`src/rtl/mux_ent_tx_sequencer_if.sv`:
```
// Handshake bundle between the RTC control FSM / bus-cycle block (master side)
// and the 13-channel mux transmit sequencer (slave side).
interface mux_ent_tx_sequencer_if #(
  parameter int SEL_W = 4
);
  logic             start;
  logic [SEL_W-1:0] len;
  logic             abort;
  logic             bus_ack;
  logic [SEL_W-1:0] sel;
  logic             r_s;
  logic             bus_req;
  logic             first;
  logic             busy;
  logic             done;
  logic             err;

  modport master (
    output start, len, abort, bus_ack,
    input  sel, r_s, bus_req, first, busy, done, err
  );

  modport slave (
    input  start, len, abort, bus_ack,
    output sel, r_s, bus_req, first, busy, done, err
  );
endinterface

```
`src/rtl/mux_ent_tx_sequencer.sv`:
```
// Steps the byte-mux select from channel 0 to a captured last channel and
// issues one req/ack handshake per byte to the RTC bus-cycle block, with a
// per-byte ack timeout. All outputs come straight from flops.
module mux_ent_tx_sequencer #(
  parameter int NUM_CH  = 13,
  parameter int SEL_W   = 4,
  parameter int TIMEOUT = 255
) (
  input  logic                  clk,
  input  logic                  reset,
  mux_ent_tx_sequencer_if.slave io
);

  localparam int               TMR_W    = $clog2(TIMEOUT + 1);
  localparam logic [SEL_W-1:0] LAST_MAX = SEL_W'(NUM_CH - 1);
  localparam logic [TMR_W-1:0] TMR_MAX  = TMR_W'(TIMEOUT);

  typedef enum logic [2:0] {
    S_IDLE,
    S_SETUP,
    S_REQ,
    S_NEXT,
    S_DONE,
    S_ERR
  } state_t;

  state_t             state_q, state_d;
  logic [SEL_W-1:0]   idx_q, idx_d;
  logic [SEL_W-1:0]   last_q, last_d;
  logic [TMR_W-1:0]   timer_q, timer_d;

  logic               r_s_q, r_s_d;
  logic               bus_req_q, bus_req_d;
  logic               first_q, first_d;
  logic               busy_q, busy_d;
  logic               done_q, done_d;
  logic               err_q, err_d;

  // Next-state, datapath and registered-output decode.
  always_comb begin
    // NOTE: every variable gets a default before any branch, so no path can
    // leave one unassigned and infer a latch.
    state_d = state_q;
    idx_d   = idx_q;
    last_d  = last_q;
    timer_d = timer_q;

    if (io.abort && (state_q != S_IDLE)) begin
      // Abort outranks ack and timeout; sel keeps its current value.
      state_d = S_IDLE;
    end else begin
      unique case (state_q)
        S_IDLE: begin
          if (io.start) begin
            state_d = S_SETUP;
            idx_d   = '0;
            last_d  = (io.len > LAST_MAX) ? LAST_MAX : io.len;
          end
        end
        S_SETUP: begin
          // One settle cycle for the mux output; the ack timer restarts here.
          state_d = S_REQ;
          timer_d = '0;
        end
        S_REQ: begin
          // Ack is tested first so it wins over a timeout in the same cycle.
          if (io.bus_ack) begin
            state_d = S_NEXT;
          end else if (timer_q == TMR_MAX) begin
            state_d = S_ERR;
          end else begin
            timer_d = timer_q + 1'b1;
          end
        end
        S_NEXT: begin
          if (idx_q == last_q) begin
            state_d = S_DONE;
          end else begin
            idx_d   = idx_q + 1'b1;
            state_d = S_SETUP;
          end
        end
        S_DONE:  state_d = S_IDLE;
        S_ERR:   state_d = S_IDLE;
        default: state_d = S_IDLE;
      endcase
    end

    // Outputs are decoded from the next state so the flops line up with it.
    busy_d    = (state_d != S_IDLE);
    r_s_d     = (state_d inside {S_SETUP, S_REQ, S_NEXT});
    bus_req_d = (state_d == S_REQ);
    done_d    = (state_d == S_DONE);
    err_d     = (state_d == S_ERR);
    // first marks byte 0 only while a byte is actually presented, so it stays
    // low in IDLE even though sel may rest at 0.
    first_d   = r_s_d && (idx_d == '0);
  end

  // State, datapath and output registers with synchronous active-low reset.
  always_ff @(posedge clk) begin
    // NOTE: reset is sampled on the clock edge only (not in the sensitivity
    // list), and all state uses non-blocking assignment so every flop sees
    // the pre-edge values of the others.
    if (!reset) begin
      state_q   <= S_IDLE;
      idx_q     <= '0;
      last_q    <= '0;
      timer_q   <= '0;
      r_s_q     <= 1'b0;
      bus_req_q <= 1'b0;
      first_q   <= 1'b0;
      busy_q    <= 1'b0;
      done_q    <= 1'b0;
      err_q     <= 1'b0;
    end else begin
      state_q   <= state_d;
      idx_q     <= idx_d;
      last_q    <= last_d;
      timer_q   <= timer_d;
      r_s_q     <= r_s_d;
      bus_req_q <= bus_req_d;
      first_q   <= first_d;
      busy_q    <= busy_d;
      done_q    <= done_d;
      err_q     <= err_d;
    end
  end

  assign io.sel     = idx_q;
  assign io.r_s     = r_s_q;
  assign io.bus_req = bus_req_q;
  assign io.first   = first_q;
  assign io.busy    = busy_q;
  assign io.done    = done_q;
  assign io.err     = err_q;

endmodule

```
`src/flat_wrapper.sv`:
```
// flat-port wrapper written by rule: the top's interface ports become plain ports
module mux_ent_tx_sequencer_flat 
#(
  parameter int NUM_CH  = 13,
  parameter int SEL_W   = 4,
  parameter int TIMEOUT = 255
)
  (clk, reset, io_start, io_len, io_abort, io_bus_ack, io_sel, io_r_s, io_bus_req, io_first, io_busy, io_done, io_err);
  mux_ent_tx_sequencer_if #(.SEL_W(SEL_W)) io_i ();
  input  logic clk;
  input  logic reset;
  input wire logic [$bits(io_i.start)-1:0] io_start;
  input wire logic [$bits(io_i.len)-1:0] io_len;
  input wire logic [$bits(io_i.abort)-1:0] io_abort;
  input wire logic [$bits(io_i.bus_ack)-1:0] io_bus_ack;
  output wire logic [$bits(io_i.sel)-1:0] io_sel;
  output wire logic [$bits(io_i.r_s)-1:0] io_r_s;
  output wire logic [$bits(io_i.bus_req)-1:0] io_bus_req;
  output wire logic [$bits(io_i.first)-1:0] io_first;
  output wire logic [$bits(io_i.busy)-1:0] io_busy;
  output wire logic [$bits(io_i.done)-1:0] io_done;
  output wire logic [$bits(io_i.err)-1:0] io_err;
  assign io_i.start = io_start;
  assign io_i.len = io_len;
  assign io_i.abort = io_abort;
  assign io_i.bus_ack = io_bus_ack;
  assign io_sel = io_i.sel;
  assign io_r_s = io_i.r_s;
  assign io_bus_req = io_i.bus_req;
  assign io_first = io_i.first;
  assign io_busy = io_i.busy;
  assign io_done = io_i.done;
  assign io_err = io_i.err;
  mux_ent_tx_sequencer #(.NUM_CH(NUM_CH), .SEL_W(SEL_W), .TIMEOUT(TIMEOUT)) u_core (.clk(clk), .reset(reset), .io(io_i));
endmodule
```
`config.mk`:
```
export PLATFORM = sky130hd
export DESIGN_NAME = mux_ent_tx_sequencer_flat
export DESIGN_NICKNAME = d
export VERILOG_FILES = /design/src/rtl/mux_ent_tx_sequencer_if.sv /design/src/rtl/mux_ent_tx_sequencer.sv /design/src/flat_wrapper.sv
export SDC_FILE = /design/constraint.sdc
export NUM_CORES = 1
export LEC_CHECK = 0
export CORE_MARGIN = 2
export CORE_UTILIZATION = 50
export DETAILED_ROUTE_END_ITERATION = 8
export PLACE_DENSITY = 0.75
export SLEW_MARGIN = 25
export SYNTH_ARGS = -nofsm -noshare
export SYNTH_HDL_FRONTEND = slang
export SYNTH_SLANG_ARGS = --single-unit
```
`constraint.sdc`:
```
create_clock -name clk -period 4.3 [get_ports clk]
set_input_delay 0.86 -clock clk [delete_from_list [all_inputs] [get_ports clk]]
set_output_delay 0.86 -clock clk [all_outputs]
set_load 0.02 [all_outputs]
```
==> metrics.md, run 1 <==
| Metric | Value |
|---|---|
| Clock buffer depth | 2 |
| Final Hold Viols | 0 |
| Vias/cell | 5.55 |
| Post-synth EDFFs | 0 |
| Ant. Diodes | 0 |
| H-tree levels | 1 |
| Die area | 2960 µm² |
| Fin nets | 168 |
| Layout cells sized above 1 | 6.41% |
| First-pass GRT wire length | approximately 4.1 mm |
| Sequential-to-total area share from yosys stat | 39.3% |
| RSZ-0062 raised after global routing | no |
| CTS Hold Bufs | 0 |
| Setup crit end kind | flip-flop |
| Int Power | 0.305 mW |
| Status | finished clean |
| Top post-synthesis cells by area | dfxtp_1 (39%), xor2_1 (4.1%), nor2_1 (3.5%) |
| Largest area contributor in the netlist | dfxtp_1 |
| Post CTS Setup Buffer Count | 0 |
| Peak supply drop | 0.246 mV |
| Syn. warnings | 0 |
| Final setup violating endpoints | 0 |
| CTS tree | yes |
| Dpl ws | between 1 and 1.5 ns |
| Register share of total power | 59.3% |
| Post-route insts no fill | 186 |
| #FFs+latches synth | 25 |
| Worst EP required | 4.54 ns |
| Slew HR | 54.2% |
| Port buffer count | 18 |
| CTS root buf | clkbuf_4 |
| Syn Inst Count | 138 |
| Die W | 54.4 µm |
| CTS buffer count | 3 |
| CP Data Arrival Time | 2.80 ns |
| Cell Count Post-Placement | roughly 180 |
| Setup tns final | 0 ns |
| Top cell type's share of synthesized area | around 40% |
| Comb pwr share | 15.8% |
| Skew-Pair Late Insertion Delay | 0.31 ns |
| Sw frac | 26.1% |
| Antenna violations before repair | 0 |
| Fin crit period | 2.56 ns |
| Worst Path Max Fanout | 6 |
| Final worst path period share | 59.6% |
| TritonRoute pass-1 iters | 4 |
| CTS clk-pin slew, worst paths | 0.14 ns |
| Final Routed Wirelength | around 2.6 mm |
| Switch Pwr | 0.108 mW |
| Maxcap violations | 0 |
| Post-synthesis cell type count | 47 |
| Antenna-violating nets left | 0 |
| I/O pin cnt | 19 |
| Final setup margin | 1.74 ns |
| HPWL Detailed | 1.93 mm |
| Cell Area, Synth | 1270 µm² |
| Crit Path Category | in2reg |
| Clk network pwr share | about a quarter |
| Via count | 1032 |
| Nature of the critical path startpoint | input port |
| Final Wtd Congestion | 0.777 |
| Slew Limit Fails | 0 |
| Syn avg cell area | 9.22 µm² |
| Syn Nets | 149 |
| Post-route DRC | 0 |
| Row Count | 18 |
| Highest Clock Rate | 390 MHz |
| Core area | ~2500 µm² |
| Hold_ws | 0.495 ns |
| Least-Margin Pin Slew | roughly 0.68 ns |
| Area growth from synthesis to layout | 18.0% |
| Initial DRC count | 28 |
| Clk sink count | 25 |
| Leak pwr | around 0.60 nW |
| Total Power | 0.413 mW |
| Resized cells post-CTS | 0 |
| Total global-route track usage | 19.3% |
| WL/cell | 13.7 µm |
| Initial Util | 51.8% |
| Die Height | 54.4 µm |
| FFs w/ async S/R, synth | 0% |
| Hold WC Path Type | reg2reg |
| Clock skew | around 0.0072 ns |
| Gr ovfl total | 0 |
| PD cells | 275 nW/µm² |
| Dominant synthesized flop cell | dfxtp_1 |
| Pin count of the biggest net entering global routing | 16 |
| Vias in the first global route | around 940 |
## through the flow
step,cell area (µm²),utilization [%]
after global routing,1500,61.2
final,1500,61.2
after CTS,1490,60.9
after global placement,1470,59.7
after floorplan,1270,-
after detailed placement,1470,59.7
## layer usage
metal  vias to the layer above  routed length, µm  track usage [%]
met5                         -                  0                0
met1                       478               1240             24.8
met4                         0                 20             8.75
li1                        534                  -                -
met3                         2                 75             3.01
met2                        18               1220             31.5
## power groups by stage
stage | clock [mW] | combinational, mW | sequential (mW)
after floorplan | 0 | 0.0412 | 0.251
after global placement | 0 | 0.0630 | 0.250
after detailed placement | 0 | 0.0645 | 0.250
after CTS | 0.108 | 0.0647 | 0.245
after global routing | 0.112 | 0.0717 | 0.246
final | 0.103 | 0.0652 | 0.245
## layout make-up
| type | count | area (µm²) |
|---|---|---|
| Fill cell | 232 | 953 |
| Sequential cell | 25 | 500 |
| Multi-Input combinational cell | 106 | 744 |
| Clock buffer | 3 | 22.5 |
| Clock inverter | 1 | 5.00 |
| Tap cell | 30 | 37.5 |
| Inverter | 3 | 11.3 |
| Timing Repair Buffer | 18 | 180 |
## critical path, stage by stage
cell             delay (ns)
clkdlybuf4s50_1        0.51
nor4bb_1               0.65
nor2_1                 0.16
a211o_1                0.36
nor4_2                 0.27
## worst paths after layout
check	start	to	slack (ns)	cells past startpoint
worst max register to register	u_core.timer_q[0]	u_core.io.first	2.12	6
worst max-delay path	io_abort	u_core.io.first	1.74	5
worst min register to register	u_core.timer_q[5]	u_core.timer_q[5]	0.49	2
worst min-delay path	u_core.timer_q[5]	u_core.timer_q[5]	0.49	2
## kinds of logic (layout without fill, tap and decap cells)
family / count (synthesis) / in the layout / share of synthesized area, %
compound gates: 29 / 29 / 16.6
xor+xnor: 10 / 10 / 6.88
fa+ha+maj: 2 / 2 / 1.97
buf+inv: 7 / 25 / 2.75
flops: 25 / 25 / 39.3
mux: 4 / 4 / 3.15
simple gates: 61 / 61 / 29.3
## cells in the mapped netlist, types with 3 or more instances
master	count
a21boi_0	3
a21oi_1	7
and2_1	7
and3_1	3
dfxtp_1	25
inv_1	3
mux2i_1	4
nand2_1	7
nand2b_1	3
nand3_1	7
nor2_1	12
nor2b_1	7
xnor2_1	4
xor2_1	6
## flip-flops by register name, indices dropped and copies added (netlist names)
register / count
u_core.io.sel: 4
u_core.io.done: 1
u_core.io.bus_req: 1
u_core.io.first: 1
u_core.state_q: 3
u_core.timer_q: 8
u_core.io.r_s: 1
u_core.last_q: 4
u_core.io.err: 1
u_core.io.busy: 1
## placed cells by master, fill, tap and decap left out, drive strengths merged, types with 3 or more instances in the layout
cell type / Yosys / routed
inv: 3 / 3
and2: 7 / 7
xnor2: 4 / 4
xor2: 6 / 6
nand2: 7 / 7
a21boi: 3 / 3
a211o: 3 / 3
clkbuf: 1 / 3
and3: 3 / 3
clkdlybuf4s50: 0 / 18
nand3: 7 / 7
a21oi: 7 / 7
nor3: 3 / 3
nor2b: 7 / 7
mux2i: 4 / 4
dfxtp: 25 / 25
nand2b: 3 / 3
nor2: 12 / 12
(Power assumes the default switching activity.)
==> inputs of run 2 (changes only) <==
- CORE_UTILIZATION: 50 -> 47
- PLACE_DENSITY: 0.75 -> 0.74
- clock period: 4.3 -> 2.3 ns (I/O delays scaled with it)
==> run 2 against run 1 <==
  * Die area is 5.9% higher
  * Worst setup slack worse by 1.5 ns
  * Register-to-register slack worse by 1.8 ns
  * Count of clock-buffer cells in the layout is 1 higher
  * Largest cell class unchanged
  * Sequential share of layout area is 0.94 points lower
  * Non-clock buffer count is 6 higher
  * Utilization is 0.098 points higher
  * Cell count is 3.2% higher
  * Via count is 6.3% higher
==> metrics.md, run 2 (synthesis gave the netlist of run 1 again) <==
| Metric | Value |
|---|---|
| Nature of the critical path startpoint | flip-flop |
| Final setup violating endpoints | 0 |
| GR Util met2 | 31.1% |
| Final Wtd Congestion | 0.846 |
| Hold path start | u_core.timer_q[5] |
| Hold_ws | 0.497 ns |
| Total global-route track usage | ~18% |
| Initial Util | 50.4% |
| Fin nets | 174 |
| WL/cell | ~14 µm |
| WP buf/inv | 0 |
| GRT busiest layer | met2 |
| Worst EP required | 2.50 ns |
| Least-Margin Pin Slew | between 0.6 and 0.7 ns |
| Port buffer count | 18 |
| Clock skew | 0.00845 ns |
| GRT met3 Usage | roughly 2.3% |
| Area of the multi-input gates | around 740 µm² |
| Status | finished clean |
| CTS Hold Bufs | 0 |
| Top reg by flops | u_core.timer_q |
| Setup tns final | 0 ns |
| Pin count of the biggest net entering global routing | 16 |
| I/O pin cnt | 19 |
| Initial DRC count | 39 |
| Antenna violations before repair | 0 |
| Crit Path Category | reg2reg |
| WHS Endpoint | u_core.timer_q[5] |
| Slowest CP cell | or4_4 |
| Die area | 3140 µm² |
| Area growth from synthesis to layout | 21.4% |
| Leak pwr | 0.626 nW |
| Worst R2R Start | u_core.io.sel[0] |
| Final Routed Wirelength | 2.67 mm |
| Post CTS Setup Buffer Count | 0 |
| Resized cells post-CTS | 0 |
| Hold depth | 2 |
| Fin crit period | 2.02 ns |
| Sw frac | between 20 and 30% |
| Die Height | around 56 µm |
| Fill count | 215 |
| Grt met1 use | 23.0% |
| CP top delay family | simple AND/OR/NAND/NOR gates |
| Post-route design area | approximately 1500 µm² |
| CTS clk-pin slew, worst paths | 0.13 ns |
| Layout cells sized above 1 | 9.26% |
| Peak supply drop | 0.433 mV |
| Core area | roughly 2500 µm² |
| Post-route DRC | 0 |
| Area post-placement | around 1500 µm² |
| Ant. Diodes | 0 |
| Switch Pwr | 0.196 mW |
| Highest Clock Rate | 495 MHz |
| Antenna-violating nets left | 0 |
| Final worst path period share | between 80 and 90% |
| CTS tree | yes |
| Die W | 56.0 µm |
| Register area | 500 µm² |
| CTS root buf | clkbuf_4 |
| Skew-Pair Late Insertion Delay | approximately 0.3 ns |
| R2r worst-path depth | 5 |
| Clk sink count | 25 |
| Setup crit end kind | flip-flop |
| Vias in the first global route | 1107 |
| CTS buffer count | 3 |
| PD cells | 503 nW/µm² |
| Slew Limit Fails | 0 |
| Clock buffer depth | 2 |
| Comb pwr share | 17.2% |
| Gr ovfl total | 0 |
| First-pass GRT wire length | 4.71 mm |
| Maxcap violations | 0 |
| RSZ-0062 raised after global routing | no |
| Most frequent cells in the layout | dfxtp_1 (25), clkdlybuf4s50_1 (18), nor2_1 (12) |
| Final Hold Viols | 0 |
| CP cell instances | xor2_1 > or4_4 > a211o_2 > o2111ai_1 > nor4_2 |
| Int Power | 0.582 mW |
| Vias/cell | 5.71 |
| Worst Path Max Fanout | 7 |
| Register share of total power | 58.9% |
| CP Data Arrival Time | approximately 2.2 ns |
| Setup slack, reg-to-reg | 0.28 ns |
| HPWL Detailed | about 2.0 mm |
| Via count | about 1100 |
| Hold WC Path Type | reg2reg |
| Max reg flops | 8 |
| H-tree levels | 1 |
| TritonRoute pass-1 iters | 4 |
| Clk network pwr share | between 20% and 30% |
| CP peak stage delay | 0.57 ns |
| Slew HR | about 57% |
| Row Count | 18 |
| Reg-to-Reg End | u_core.io.first |
| Commonest non-fill, non-tap cell in the layout | dfxtp_1 |
[run 2: tightest hold or removal path, cell delays in order, from the launching register on]
cell and delay, ns:
dfxtp_1 0.34, o31ai_1 0.06, a21oi_1 0.06
[run 2: cell type report]
| class | instances | share of cell area [%] |
|---|---|---|
| multi-input combinational | 106 | 48.2 |
| sequential | 25 | 32.4 |
| timing repair buffer | 24 | 14.6 |
| tap | 30 | 2.43 |
| clock buffer | 4 | 1.70 |
| inverter | 3 | 0.729 |
[run 2: power groups by stage]
stage / logic (mW) / registers (mW) / clock network (mW)
finish: 0.134 / 0.458 / 0.186
global route: 0.146 / 0.460 / 0.210
CTS: 0.132 / 0.458 / 0.196
detailed placement: 0.131 / 0.467 / 0
global placement: 0.128 / 0.467 / 0
floorplan: 0.0771 / 0.469 / 0
[run 2: worst max path at each step]
stage / start / endpoint / slack [ns] / cells past startpoint
floorplan: u_core.io.sel[0] / u_core.io.first / 0.33 / 5
global placement: io_abort / u_core.io.first / 0.13 / 5
detailed placement: io_abort / u_core.io.first / 0.08 / 6
CTS: u_core.io.sel[0] / u_core.io.first / 0.27 / 5
global route: u_core.io.sel[0] / u_core.io.first / 0.22 / 5
finish: u_core.io.sel[0] / u_core.io.first / 0.28 / 5
[run 2: metal layers]
| layer | part of all wire [%] | routed length [µm] |
|---|---|---|
| met1 | 46 | 1230 |
| met2 | 50 | 1330 |
| met3 | 3.3 | 87 |
| met4 | 0.68 | 18 |
| met5 | 0 | 0 |
[run 2: stage by stage]
step / std cells / total power [mW] / setup WS [ns] / utilization, %
6_report: 192 / 0.778 / 0.280 / 61.3
5_1_grt: 192 / 0.816 / 0.218 / 61.3
4_1_cts: 192 / 0.787 / 0.271 / 61.0
3_5_place_dp: 188 / 0.598 / 0.0832 / 59.9
3_3_place_gp: 188 / 0.596 / 0.132 / 59.9
2_1_floorplan: 138 / 0.546 / 0.325 / -
